===== src/rtl/log_mult_pipe.sv =====
`timescale 1ns/1ps
`default_nettype none
// ============================================================================
//  Module      : log_mult_pipe
//  Description : Two-stage pipelined Mitchell logarithmic multiplier.
//                The operands arrive already split into a leading-one
//                position (characteristic k) and a normalised fraction (m1,
//                hidden one removed). S1 adds the two logarithms and S2 takes
//                the approximate antilog. A valid/ready handshake on both
//                sides lets the pipeline stall without losing data.
//  Revision    : 1.0 - initial release
// ----------------------------------------------------------------------------
//  Parameters
//    NUM_LENGTH : operand width (product is 2*NUM_LENGTH bits)
//    K_LENGTH   : characteristic width, log2(NUM_LENGTH)
//    M1_LENGTH  : normalised fraction width
//  Ports
//    clk        : clock, all state on the rising edge
//    rst_n      : asynchronous active-low reset
//    in_valid   : operand pair valid
//    in_ready   : operand pair accepted this cycle (combinational)
//    k_a, k_b   : leading-one position of A / B
//    m1_a, m1_b : normalised fraction of A / B
//    zero_a/_b  : operand A / B is zero (k and m1 are then ignored)
//    out_valid  : product valid
//    out_ready  : downstream accepts product
//    product    : Mitchell approximate product
//    op_count   : completed results, saturating at 0xFFFF
// ============================================================================
module log_mult_pipe #(
    parameter int NUM_LENGTH = 32,
    parameter int K_LENGTH   = 5,
    parameter int M1_LENGTH  = 16
) (
    input  logic                      clk,
    input  logic                      rst_n,
    input  logic                      in_valid,
    output logic                      in_ready,
    input  logic [K_LENGTH-1:0]       k_a,
    input  logic [K_LENGTH-1:0]       k_b,
    input  logic [M1_LENGTH-1:0]      m1_a,
    input  logic [M1_LENGTH-1:0]      m1_b,
    input  logic                      zero_a,
    input  logic                      zero_b,
    output logic                      out_valid,
    input  logic                      out_ready,
    output logic [2*NUM_LENGTH-1:0]   product,
    output logic [15:0]               op_count
);

    // ------------------------------------------------------------------
    // Derived widths
    // ------------------------------------------------------------------
    localparam int c_PROD_W = 2 * NUM_LENGTH;
    // The antilog shift is done with M1_LENGTH extra fraction bits kept
    // below the binary point; they are dropped afterwards (truncation).
    localparam int c_EXT_W  = c_PROD_W + M1_LENGTH;
    localparam int c_KS_W   = K_LENGTH + 1;
    localparam int c_S_W    = M1_LENGTH + 1;
    localparam logic [15:0] c_CNT_MAX = 16'hFFFF;

    // ------------------------------------------------------------------
    // Pipeline state
    // ------------------------------------------------------------------
    logic                  r_s1_valid;
    logic [c_KS_W-1:0]     r_s1_k;      // k_a + k_b
    logic [c_S_W-1:0]      r_s1_s;      // m1_a + m1_b, with carry bit
    logic                  r_s1_z;      // either operand zero

    logic                  r_s2_valid;
    logic [c_PROD_W-1:0]   r_product;

    logic [15:0]           r_op_count;

    // ------------------------------------------------------------------
    // Handshake / advance conditions
    // ------------------------------------------------------------------
    logic w_s2_adv;
    logic w_s1_adv;
    logic w_in_fire;
    logic w_out_fire;

    // A stage may take new content when it is empty or when its current
    // content leaves this cycle. Because S1 looks through to S2, a full
    // pipeline still accepts an input in the same cycle an output leaves.
    assign w_s2_adv   = !r_s2_valid || out_ready;
    assign w_s1_adv   = !r_s1_valid || w_s2_adv;
    assign w_in_fire  = in_valid && w_s1_adv;
    assign w_out_fire = r_s2_valid && out_ready;

    // ------------------------------------------------------------------
    // S1 combinational: log-domain addition
    // ------------------------------------------------------------------
    logic [c_KS_W-1:0] w_k_sum;
    logic [c_S_W-1:0]  w_m_sum;
    logic              w_z;

    assign w_k_sum = {1'b0, k_a} + {1'b0, k_b};
    assign w_m_sum = {1'b0, m1_a} + {1'b0, m1_b};
    assign w_z     = zero_a || zero_b;

    // ------------------------------------------------------------------
    // S2 combinational: carry correction and antilog
    // ------------------------------------------------------------------
    logic                  w_carry;
    logic [c_KS_W-1:0]     w_k_corr;
    logic [M1_LENGTH-1:0]  w_frac;
    logic [c_EXT_W-1:0]    w_mant_ext;
    logic [c_EXT_W-1:0]    w_shifted;
    logic [c_PROD_W-1:0]   w_antilog;
    logic [c_PROD_W-1:0]   w_product_next;

    // A fraction sum of 1.0 or more moves one into the characteristic;
    // the remaining fraction is just the low bits in both cases, since
    // without a carry the top bit of the sum is already zero.
    assign w_carry    = r_s1_s[M1_LENGTH];
    assign w_k_corr   = r_s1_k + c_KS_W'(w_carry);
    assign w_frac     = r_s1_s[M1_LENGTH-1:0];

    // With K_LENGTH = log2(NUM_LENGTH) the corrected characteristic is at
    // most 2*NUM_LENGTH-1, so the hidden one lands at or below the top
    // bit of the extended word and the product cannot overflow.
    assign w_mant_ext = c_EXT_W'({1'b1, w_frac});
    assign w_shifted  = w_mant_ext << w_k_corr;
    assign w_antilog  = w_shifted[c_EXT_W-1:M1_LENGTH];

    assign w_product_next = r_s1_z ? '0 : w_antilog;

    // ------------------------------------------------------------------
    // S1 registers
    // ------------------------------------------------------------------
    always_ff @(posedge clk or negedge rst_n) begin
        if (!rst_n) begin
            r_s1_valid <= 1'b0;
            r_s1_k     <= '0;
            r_s1_s     <= '0;
            r_s1_z     <= 1'b0;
        end else if (w_s1_adv) begin
            r_s1_valid <= in_valid;
            // Data only moves on a real transfer; an idle slot keeps the
            // old data and is marked empty by the valid bit alone.
            if (in_valid) begin
                r_s1_k <= w_k_sum;
                r_s1_s <= w_m_sum;
                r_s1_z <= w_z;
            end
        end
    end

    // ------------------------------------------------------------------
    // S2 registers (output stage)
    // ------------------------------------------------------------------
    always_ff @(posedge clk or negedge rst_n) begin
        if (!rst_n) begin
            r_s2_valid <= 1'b0;
            r_product  <= '0;
        end else if (w_s2_adv) begin
            r_s2_valid <= r_s1_valid;
            if (r_s1_valid) begin
                r_product <= w_product_next;
            end
        end
    end

    // ------------------------------------------------------------------
    // Completed-result counter, sticks at all-ones
    // ------------------------------------------------------------------
    always_ff @(posedge clk or negedge rst_n) begin
        if (!rst_n) begin
            r_op_count <= '0;
        end else if (w_out_fire && (r_op_count != c_CNT_MAX)) begin
            r_op_count <= r_op_count + 16'd1;
        end
    end

    // ------------------------------------------------------------------
    // Outputs
    // ------------------------------------------------------------------
    assign in_ready  = w_s1_adv;
    assign out_valid = r_s2_valid;
    assign product   = r_product;
    assign op_count  = r_op_count;

    // w_in_fire is kept for readability of the handshake; it is not
    // otherwise needed because S1 already gates on in_valid.
    logic w_unused;
    assign w_unused = w_in_fire;

endmodule
`default_nettype wire


===== config.mk =====
export PLATFORM = sky130hd
export DESIGN_NAME = log_mult_pipe
export DESIGN_NICKNAME = d
export VERILOG_FILES = /design/src/rtl/log_mult_pipe.sv
export SDC_FILE = /design/constraint.sdc
export NUM_CORES = 1
export LEC_CHECK = 0
export BUFFER_PORTS_ARGS = -buffer_cell sky130_fd_sc_hd__buf_2
export CAP_MARGIN = 20
export CELL_PAD_IN_SITES_DETAIL_PLACEMENT = 1
export CELL_PAD_IN_SITES_GLOBAL_PLACEMENT = 2
export CORE_MARGIN = 8
export CORE_UTILIZATION = 30
export DETAILED_ROUTE_END_ITERATION = 10
export MAX_ROUTING_LAYER = met4
export PLACE_DENSITY = 0.7
export SKIP_CTS_REPAIR_TIMING = 1
export SYNTH_ARGS = -nofsm -noshare
export SYNTH_HDL_FRONTEND = slang
export SYNTH_SLANG_ARGS = --single-unit
export TNS_END_PERCENT = 50

===== constraint.sdc =====
create_clock -name clk -period 2.7 [get_ports clk]
set_input_delay 0.27 -clock clk [delete_from_list [all_inputs] [get_ports clk]]
set_output_delay 0.27 -clock clk [all_outputs]
set_load 0.1 [all_outputs]

==> results of run 1 <==
## per-stage QoR
| stage | util (%) | power [mW] | instance area, um2 | cells | worst slack [ns] |
|---|---|---|---|---|---|
| after detailed placement | 35.8 | 6.48 | 7510 | 1057 | 0.0681 |
| final | 37.5 | 7.81 | 7850 | 1078 | 0.164 |
| after global placement | 35.8 | 6.41 | 7510 | 1057 | 0.151 |
| after floorplan | - | 5.28 | 6370 | 649 | 0.0220 |
| after CTS | 37.3 | 7.88 | 7810 | 1073 | 0.165 |
| after global routing | 37.5 | 8.20 | 7850 | 1078 | 0.0280 |
## layout by cell type, fill, tap and decap left out, types with 5 or more instances in the layout
cell type	synthesis	routed
a22o_1	9	9
clkbuf_16	0	9
buf_4	4	38
nand3_1	16	16
o21ai_1	12	12
a21oi_1	27	27
ha_1	25	25
nand4_1	5	5
o21ai_0	43	43
nor2_1	57	57
buf_2	11	128
mux2i_1	11	11
mux2_2	5	5
nand2_1	99	98
dfrtp_1	106	105
xor2_1	12	12
and3_1	7	7
nor3_1	22	22
a22oi_1	6	6
mux4_2	12	12
inv_1	9	9
xnor2_1	19	19
a221o_1	28	28
nand2b_1	5	5
a21o_1	8	8
## per-layer routing
metal	track usage, %	vias up
met1	20.9	2742
li1	-	2668
met3	2.25	10
met4	4.34	0
met2	26.0	129
met5	-	-
## worst reg2reg max path, cell delays in order, from the launching register on
cell	delay [ns]
dfrtp_1	0.41
ha_1	0.33
buf_12	0.18
mux4_2	0.55
nand2_1	0.09
nand2_1	0.17
o21ai_0	0.51
o21ai_0	0.17
## sequential cells by signal, indices dropped and copies added, names as in the netlist
register / count
product: 64
r_s1_s: 17
op_count: 16
r_s1_k: 6
out_valid: 1
r_s1_valid: 1
r_s1_z: 1
## final cells by class
cell class,instances,area (um2),area share (%)
Sequential cell,106,2650,33.8
Tap cell,275,344,4.38
Clock inverter,7,81.3,1.04
Timing Repair Buffer,170,996,12.7
Clock buffer,9,225,2.87
Multi-Input combinational cell,502,3520,44.8
Inverter,9,33.8,0.430
## worst max path at each step
| stage | end | cells past startpoint |
|---|---|---|
| finish | product[7] | 7 |
| global route | product[7] | 8 |
| CTS | product[7] | 7 |
| detailed placement | r_s1_s[16] | 9 |
| global placement | r_s1_s[16] | 9 |
| floorplan | r_s1_k[4] | 5 |
## power breakdown
part | internal (mW) | total (mW) | switching, mW
sequential | 1.87 | 2.16 | 0.293
combinational | 1.17 | 4.26 | 3.09
clock | 0.738 | 1.39 | 0.647
## cell families (layout without fill, tap and decap cells)
family                     count (synthesis)  after routing  share of synthesized area [%]
and+or+nand+nor                          234            234                           16.7
AOI/OAI and AO/OA                        173            173                           19.1
DFF                                      106            106                           41.6
buffers and inverters                     41            195                           3.18
xor gates and xnor gates                  37             37                           6.32
muxes                                     31             31                           7.54
adders and majority gates                 27             27                           5.54
==> parameters.txt, run 1 <==
Parameter                              Value

Power and ir drop
  Worst-case vdd ir drop    316 uV
  Power per standard cell area    995 mW/mm2
  Leakage dissipation    3.78 nW

GRT
  Global-route usage over all layers    16.1%
  Largest net degree at the start of global routing    58
  Number of global-route vias before repair    6015
  Initial antenna violation count    0
  First-pass GRT wire length    33200 um
  Congestion Overflow GR    0

Setup path
  Capturing point of the worst reg2reg path    product[7]
  Slowest stage cell on the critical path    mux4_2
  Class of the most critical setup path    register to register
  Type of destination of the critical path    register
  Reg-to-reg slack, setup    0.16 ns
  Startpoint of the worst setup timing path    r_s1_s[16]
  Beginning of the worst register-to-register path    r_s1_s[16]
  Ordered cell list for the critical path    ha_1 > buf_12 > mux4_2 > nand2_1 > nand2_1 > o21ai_0 > o21ai_0
  Critical Path RT    2.92 ns
  Worst-path fanout max    20
  Family with the most delay on the worst path    compound AO/OA/AOI/OAI gates
  Critical path buffers and inverters    1
  Worst path max stage delay    0.54 ns
  FF-to-FF path depth    7
  Category of the worst setup path launch point    register
  Data arrival time of the worst path    2.76 ns

Logic synthesis
  EDFF count, synth    0
  Number of warnings printed during yosys synthesis    0
  Area share of the largest cell type after synthesis    41.6%
  Average footprint of a synthesized cell    9.82 um2
  Library cells used by synthesis    62
  Cell type contributing the most total cell area after synthesis    dfrtp_1
  Synth Net Count    724
  Share of flip-flops with an asynchronous set or reset    100%
  Leading cell types by total area after synthesis    dfrtp_1 42%, nand2_1 5.8%, ha_1 4.9%, a221o_1 4.4%, mux4_2 4.2%
  Post-synthesis register bit count    106
  Leading cell type by number of instances after synthesis    dfrtp_1
  Cell area after synthesis    0.00637 mm2
  Prevailing post-synth register cell    dfrtp_1
  Leading cell types by count after synthesis    106 x dfrtp_1, 99 x nand2_1, 57 x nor2_1
  Sequential share of the synthesized area    41.6%
  Synthesized instance count    649

Drt
  Met2 WL post-DR    9650 um
  Final Routed Wirelength    20300 um
  Number of detailed-route iterations in the first pass    4
  M1 wire length    9520 um
  WL per Instance    18.8 um
  Number of vias per cell    5.15
  Wire length on met3    833 um
  Iteration-0 DRC Markers    256
  DRC violations left    0
  Vias after detailed routing    5549
  Antenna Nets Post-Route    0
  Top layer in use    met4

Die
  Number of primary I/O pins    130
  Die boundary width    162 um
  Std cell rows    53
  Core region area    0.0210 mm2
  Die ar.    0.0262 mm2
  Starting density of the core    30.4%
  Die Height    162 um

Worst hold path
  Destination of the worst hold path    r_s1_valid
  Hold path startpoint    in_valid
  Worst min-delay path class    primary input to register
  Cell depth of the worst hold path    2

Clock tree
  Total number of H-tree levels    3
  Clk pin slew, worst setup/hold paths    0.08 ns
  Cell at the root of the clock tree    clkbuf_16
  Source-to-sink clock delay at the later pin of the worst-skew pair    0.36 ns
  Bufs on Longest Clock Path    2
  Clock tree sinks    106
  TritonCTS clock tree    yes
  Total CTS buffers    9

Timing
  Highest attainable clock frequency    394 MHz
  Final hold vios    0
  Period Utilization, post-route    93.9%
  RSZ-0062 raised after global routing    false
  Clock Skews    0.00891 ns
  Worst Hold Slack    0.124 ns
  Finish-stage setup viols    0
  Relative max-transition margin    48.5%
  Slew Viols, Final    0
  Setup TNS Final    0 ns
  Pin slew with the least headroom to its limit    0.767 ns
  Minimum period implied by the final worst setup slack    2.54 ns

Finish
  Fin nets    873
  Number of diodes added for antenna fixing    0
  Fraction of layout cells with a size suffix above 1    28.5%
  Final-layout fill cell count    2486
  Area overhead of the layout relative to synthesis    23.2%

Outcome
  Outcome    finished clean

Placement
  Post-DP HPWL    16100 um
  Routability Congestion    0.862
  PortBufs    129

Run
  Max-cap viol count    0
Note: power is estimated with default switching activity, not from simulation.
==> inputs of run 2 (changes only) <==
--- a/config.mk
+++ b/config.mk
@@ -5,6 +5,7 @@
 export SDC_FILE = /design/constraint.sdc
 export NUM_CORES = 1
 export LEC_CHECK = 0
+export ABC_AREA = 1
 export BUFFER_PORTS_ARGS = -buffer_cell sky130_fd_sc_hd__buf_2
 export CAP_MARGIN = 20
 export CELL_PAD_IN_SITES_DETAIL_PLACEMENT = 1
@@ -13,7 +14,7 @@
 export CORE_UTILIZATION = 30
 export DETAILED_ROUTE_END_ITERATION = 10
 export MAX_ROUTING_LAYER = met4
-export PLACE_DENSITY = 0.7
+export PLACE_DENSITY = 0.77
 export SKIP_CTS_REPAIR_TIMING = 1
 export SYNTH_ARGS = -nofsm -noshare
 export SYNTH_HDL_FRONTEND = slang
==> run 2 against run 1 <==
- first-iteration DRC count up 59%
- largest power group unchanged
- via count up 24%
- critical endpoint is now product[41]
- non-clock buffer count down 26
- total power up 15%
==> parameters.txt, run 2 <==
Parameter                              Value

Outcome
  Outcome    finished clean

Setup path
  Worst-path fanout max    18 (-10%)
  Critical path buffers and inverters    1 (unchanged)
  Cell type with the highest occurrence count on the critical path    nand2_1
  Reg-to-reg slack, setup    0.45 ns (+0.29 ns)
  Family with the most delay on the worst path    simple AND/OR/NAND/NOR gates
  Ordered cell list for the critical path    ha_1 > inv_2 > nand2_1 > nand2_1 > nand2_1 > o21ai_0 > nand2_1 > nand2_1 > nand3_1 > nand2_1
  Worst path max stage delay    0.41 ns (-0.13 ns)
  Data arrival time of the worst path    2.55 ns (-0.21 ns)
  Slowest stage cell on the critical path    o21ai_0
  FF-to-FF path depth    10 (+3)
  Category of the worst setup path launch point    register
  Critical Path RT    3.00 ns (+0.08 ns)
  Class of the most critical setup path    register to register
  Type of destination of the critical path    register
  Beginning of the worst register-to-register path    r_s1_k[0]
  Capturing point of the worst reg2reg path    product[41]

Finish
  Final-layout fill cell count    2912 (+17%)
  Most common cell after layout, fill and taps aside    nand2_1
  Fin nets    1167 (+34%)
  Fraction of layout cells with a size suffix above 1    15.8% (-13 points)
  Number of flip-flops under the largest register name    64 (unchanged)
  Most used cells in the layout excluding fill and tap cells    406 x nand2_1, 167 x nand3_1, 128 x buf_2, 106 x dfrtp_1, 53 x inv_1
  Number of diodes added for antenna fixing    0 (unchanged)
  Area overhead of the layout relative to synthesis    18.2%
  Post-layout instance area    0.00804 mm2 (+2.4%)

GRT
  Global-route usage over all layers    17.7% (+1.6 points)
  Number of global-route vias before repair    7283 (+21%)
  First-pass GRT wire length    39100 um (+18%)
  Largest net degree at the start of global routing    66 (+14%)
  Initial antenna violation count    0 (unchanged)
  Congestion Overflow GR    0 (unchanged)

Logic synthesis
  Number of warnings printed during yosys synthesis    0 (unchanged)
  Area share of xor/xnor cells in the synthesized design    3.07% (-3.2 points)
  Post-synthesis share of cell area spent on full adders, half adders and majority gates    5.19% (-0.35 points)
  Average footprint of a synthesized cell    6.97 um2 (-29%)
  Library cells used by synthesis    31 (-50%)
  Cell area after synthesis    0.00680 mm2 (+6.7%)
  EDFF count, synth    0 (unchanged)
  Synth Net Count    1051 (+45%)
  Combinational family with the most area after synthesis    simple AND/OR/NAND/NOR gates
  Fraction of synthesized area in multiplexers    0% (-7.5 points)
  Sequential share of the synthesized area    39.0% (-2.6 points)
  Cell type contributing the most total cell area after synthesis    dfrtp_1
  Leading cell types by total area after synthesis    dfrtp_1 39%, nand2_1 22%, nand3_1 12%, ha_1 4.6%, o21ai_0 3.5%
  Leading cell type by number of instances after synthesis    nand2_1
  Synthesized instance count    976 (+50%)
  Simple-gate share of the synthesized area    40.1% (+23 points)
  Area share of the largest cell type after synthesis    39.0% (-2.6 points)
  Leading cell types by count after synthesis    407 x nand2_1, 168 x nand3_1, 106 x dfrtp_1
  Post-synthesis register bit count    106 (unchanged)
  Share of flip-flops with an asynchronous set or reset    100% (unchanged)
  Prevailing post-synth register cell    dfrtp_1
  Complex-gate fraction of the synthesized area    6.46% (-13 points)

Drt
  Antenna Nets Post-Route    0 (unchanged)
  WL per Instance    17.0 um (-9.3%)
  Number of vias per cell    4.98 (-3.2%)
  Wire length on met3    966 um (+16%)
  M1 wire length    11900 um (+25%)
  DRC violations left    0 (unchanged)
  Final Routed Wirelength    23500 um (+16%)
  Vias after detailed routing    6879 (+24%)
  Iteration-0 DRC Markers    407 (+59%)
  Number of detailed-route iterations in the first pass    5 (+1)
  Met2 WL post-DR    10300 um (+7.0%)
  Top layer in use    met4

Clock tree
  Clock tree sinks    106 (unchanged)
  TritonCTS clock tree    yes
  Bufs on Longest Clock Path    2 (unchanged)
  Total CTS buffers    9 (unchanged)
  Total number of H-tree levels    3 (unchanged)
  Clk pin slew, worst setup/hold paths    0.08 ns (about the same)
  Cell at the root of the clock tree    clkbuf_16
  Source-to-sink clock delay at the later pin of the worst-skew pair    0.36 ns (about the same)

Worst hold path
  Destination of the worst hold path    out_valid
  Worst min-delay path class    primary input to register
  Cell depth of the worst hold path    4 (+2)
  Hold path startpoint    out_ready

Run
  Max-cap viol count    0 (unchanged)

Timing
  RSZ-0062 raised after global routing    false
  Highest attainable clock frequency    445 MHz (+13%)
  Clock Skews    0.0132 ns (+0.00428 ns)
  Slew Viols, Final    0 (unchanged)
  Minimum period implied by the final worst setup slack    2.25 ns (-0.287 ns)
  Final hold vios    0 (unchanged)
  Finish-stage setup viols    0 (unchanged)
  Period Utilization, post-route    83.3% (-11 points)
  Setup TNS Final    0 ns (unchanged)
  Relative max-transition margin    54.2% (+5.6 points)
  Pin slew with the least headroom to its limit    0.688 ns (-0.0790 ns)

Power and ir drop
  Leakage dissipation    4.29 nW (+14%)
  Overall power    8.95 mW (+15%)
  Worst-case vdd ir drop    537 uV (+70%)
  Power per standard cell area    1110 mW/mm2 (+12%)

Placement
  Routability Congestion    0.877 (+1.7%)
  Post-DP HPWL    18800 um (+16%)
  Placement Cell Area    0.00773 mm2 (+3.0%)
  PortBufs    129 (unchanged)

Die
  Number of primary I/O pins    130 (unchanged)
  Std cell rows    55 (+3.8%)
  Die ar.    0.0277 mm2 (+6.0%)
  Core region area    0.0224 mm2 (+7.1%)
  Starting density of the core    30.3% (-0.097 points)
  Die Height    167 um (+3.0%)
  Die boundary width    167 um (+3.0%)
run 2: changes by cell type after synthesis, moves of 7 or more:
| cell | change |
|---|---|
| nor2_1 | -25 |
| a21oi_1 | -12 |
| a221o_1 | -28 |
| and3_1 | -7 |
| mux2i_1 | -11 |
| inv_1 | +44 |
| nand2_1 | +308 |
| nand3_1 | +152 |
| mux4_2 | -12 |
| xnor2_1 | -10 |
| a22o_1 | -9 |
| a21o_1 | -8 |
| nor3_1 | -11 |
run 2: metrics by stage:
stage / hold WS (ns) / worst slack (ns) / utilization, % / instances
after CTS: -0.0746 / 0.471 / 35.8 / 1380
after global placement: 0.329 / 0.412 / 34.5 / 1365
after detailed placement: 0.324 / 0.498 / 34.5 / 1365
after floorplan: -0.0256 / 0.0519 / - / 976
after global routing: 0.258 / 0.233 / 35.8 / 1381
final: 0.240 / 0.451 / 35.8 / 1381
run 2: kinds of logic (layout without fill, tap and decap cells):
logic type | count (synthesis) | in the layout
and+or+nand+nor | 641 | 641
DFF | 106 | 106
buffers and inverters | 96 | 216
AOI/OAI and AO/OA | 83 | 83
adders and majority gates | 27 | 27
xor gates and xnor gates | 23 | 23
run 2: how the worst max path moves through the flow:
| stage | start | endpoint | slack [ns] | cells past startpoint |
|---|---|---|---|---|
| floorplan | out_valid | r_s1_s[11] | 0.05 | 6 |
| global placement | r_s1_k[0] | product[41] | 0.41 | 10 |
| detailed placement | r_s1_k[0] | product[41] | 0.50 | 10 |
| CTS | r_s1_k[0] | product[41] | 0.47 | 10 |
| global route | r_s1_k[0] | product[41] | 0.23 | 10 |
| finish | r_s1_k[0] | product[41] | 0.45 | 10 |
run 2: per-layer routing:
layer  GRT usage [%]  vias up
met5               -        -
met4            4.39        0
met3            3.00       26
met2            26.9      156
met1            24.0     3288
li1                -     3409
run 2: layout make-up:
| class | count | area [um2] | share of cell area, % |
|---|---|---|---|
| well taps | 285 | 357 | 4.44 |
| inverters | 57 | 216 | 2.69 |
| clock buffers | 9 | 225 | 2.80 |
| clock inverters | 6 | 73.8 | 0.918 |
| repair buffers | 144 | 776 | 9.65 |
| flip-flops and latches | 106 | 2650 | 33.0 |
| multi-input cells | 774 | 3740 | 46.5 |
run 2: worst register-to-register path, stage by stage, from the launching register on:
cell and delay [ns]:
dfrtp_1 0.40, ha_1 0.37, inv_2 0.25, nand2_1 0.12, nand2_1 0.14, nand2_1 0.09, o21ai_0 0.41, nand2_1 0.15
nand2_1 0.11, nand3_1 0.09, nand2_1 0.06
run 2: power by group:
part | total (mW) | switching, mW | leakage, nW | internal [mW]
Sequential | 2.27 | 0.316 | 1.38 | 1.96
Clock | 1.37 | 0.644 | 0.140 | 0.727
Combinational | 5.30 | 4.30 | 2.77 | 1.00
Total | 8.95 | 5.26 | 4.29 | 3.69
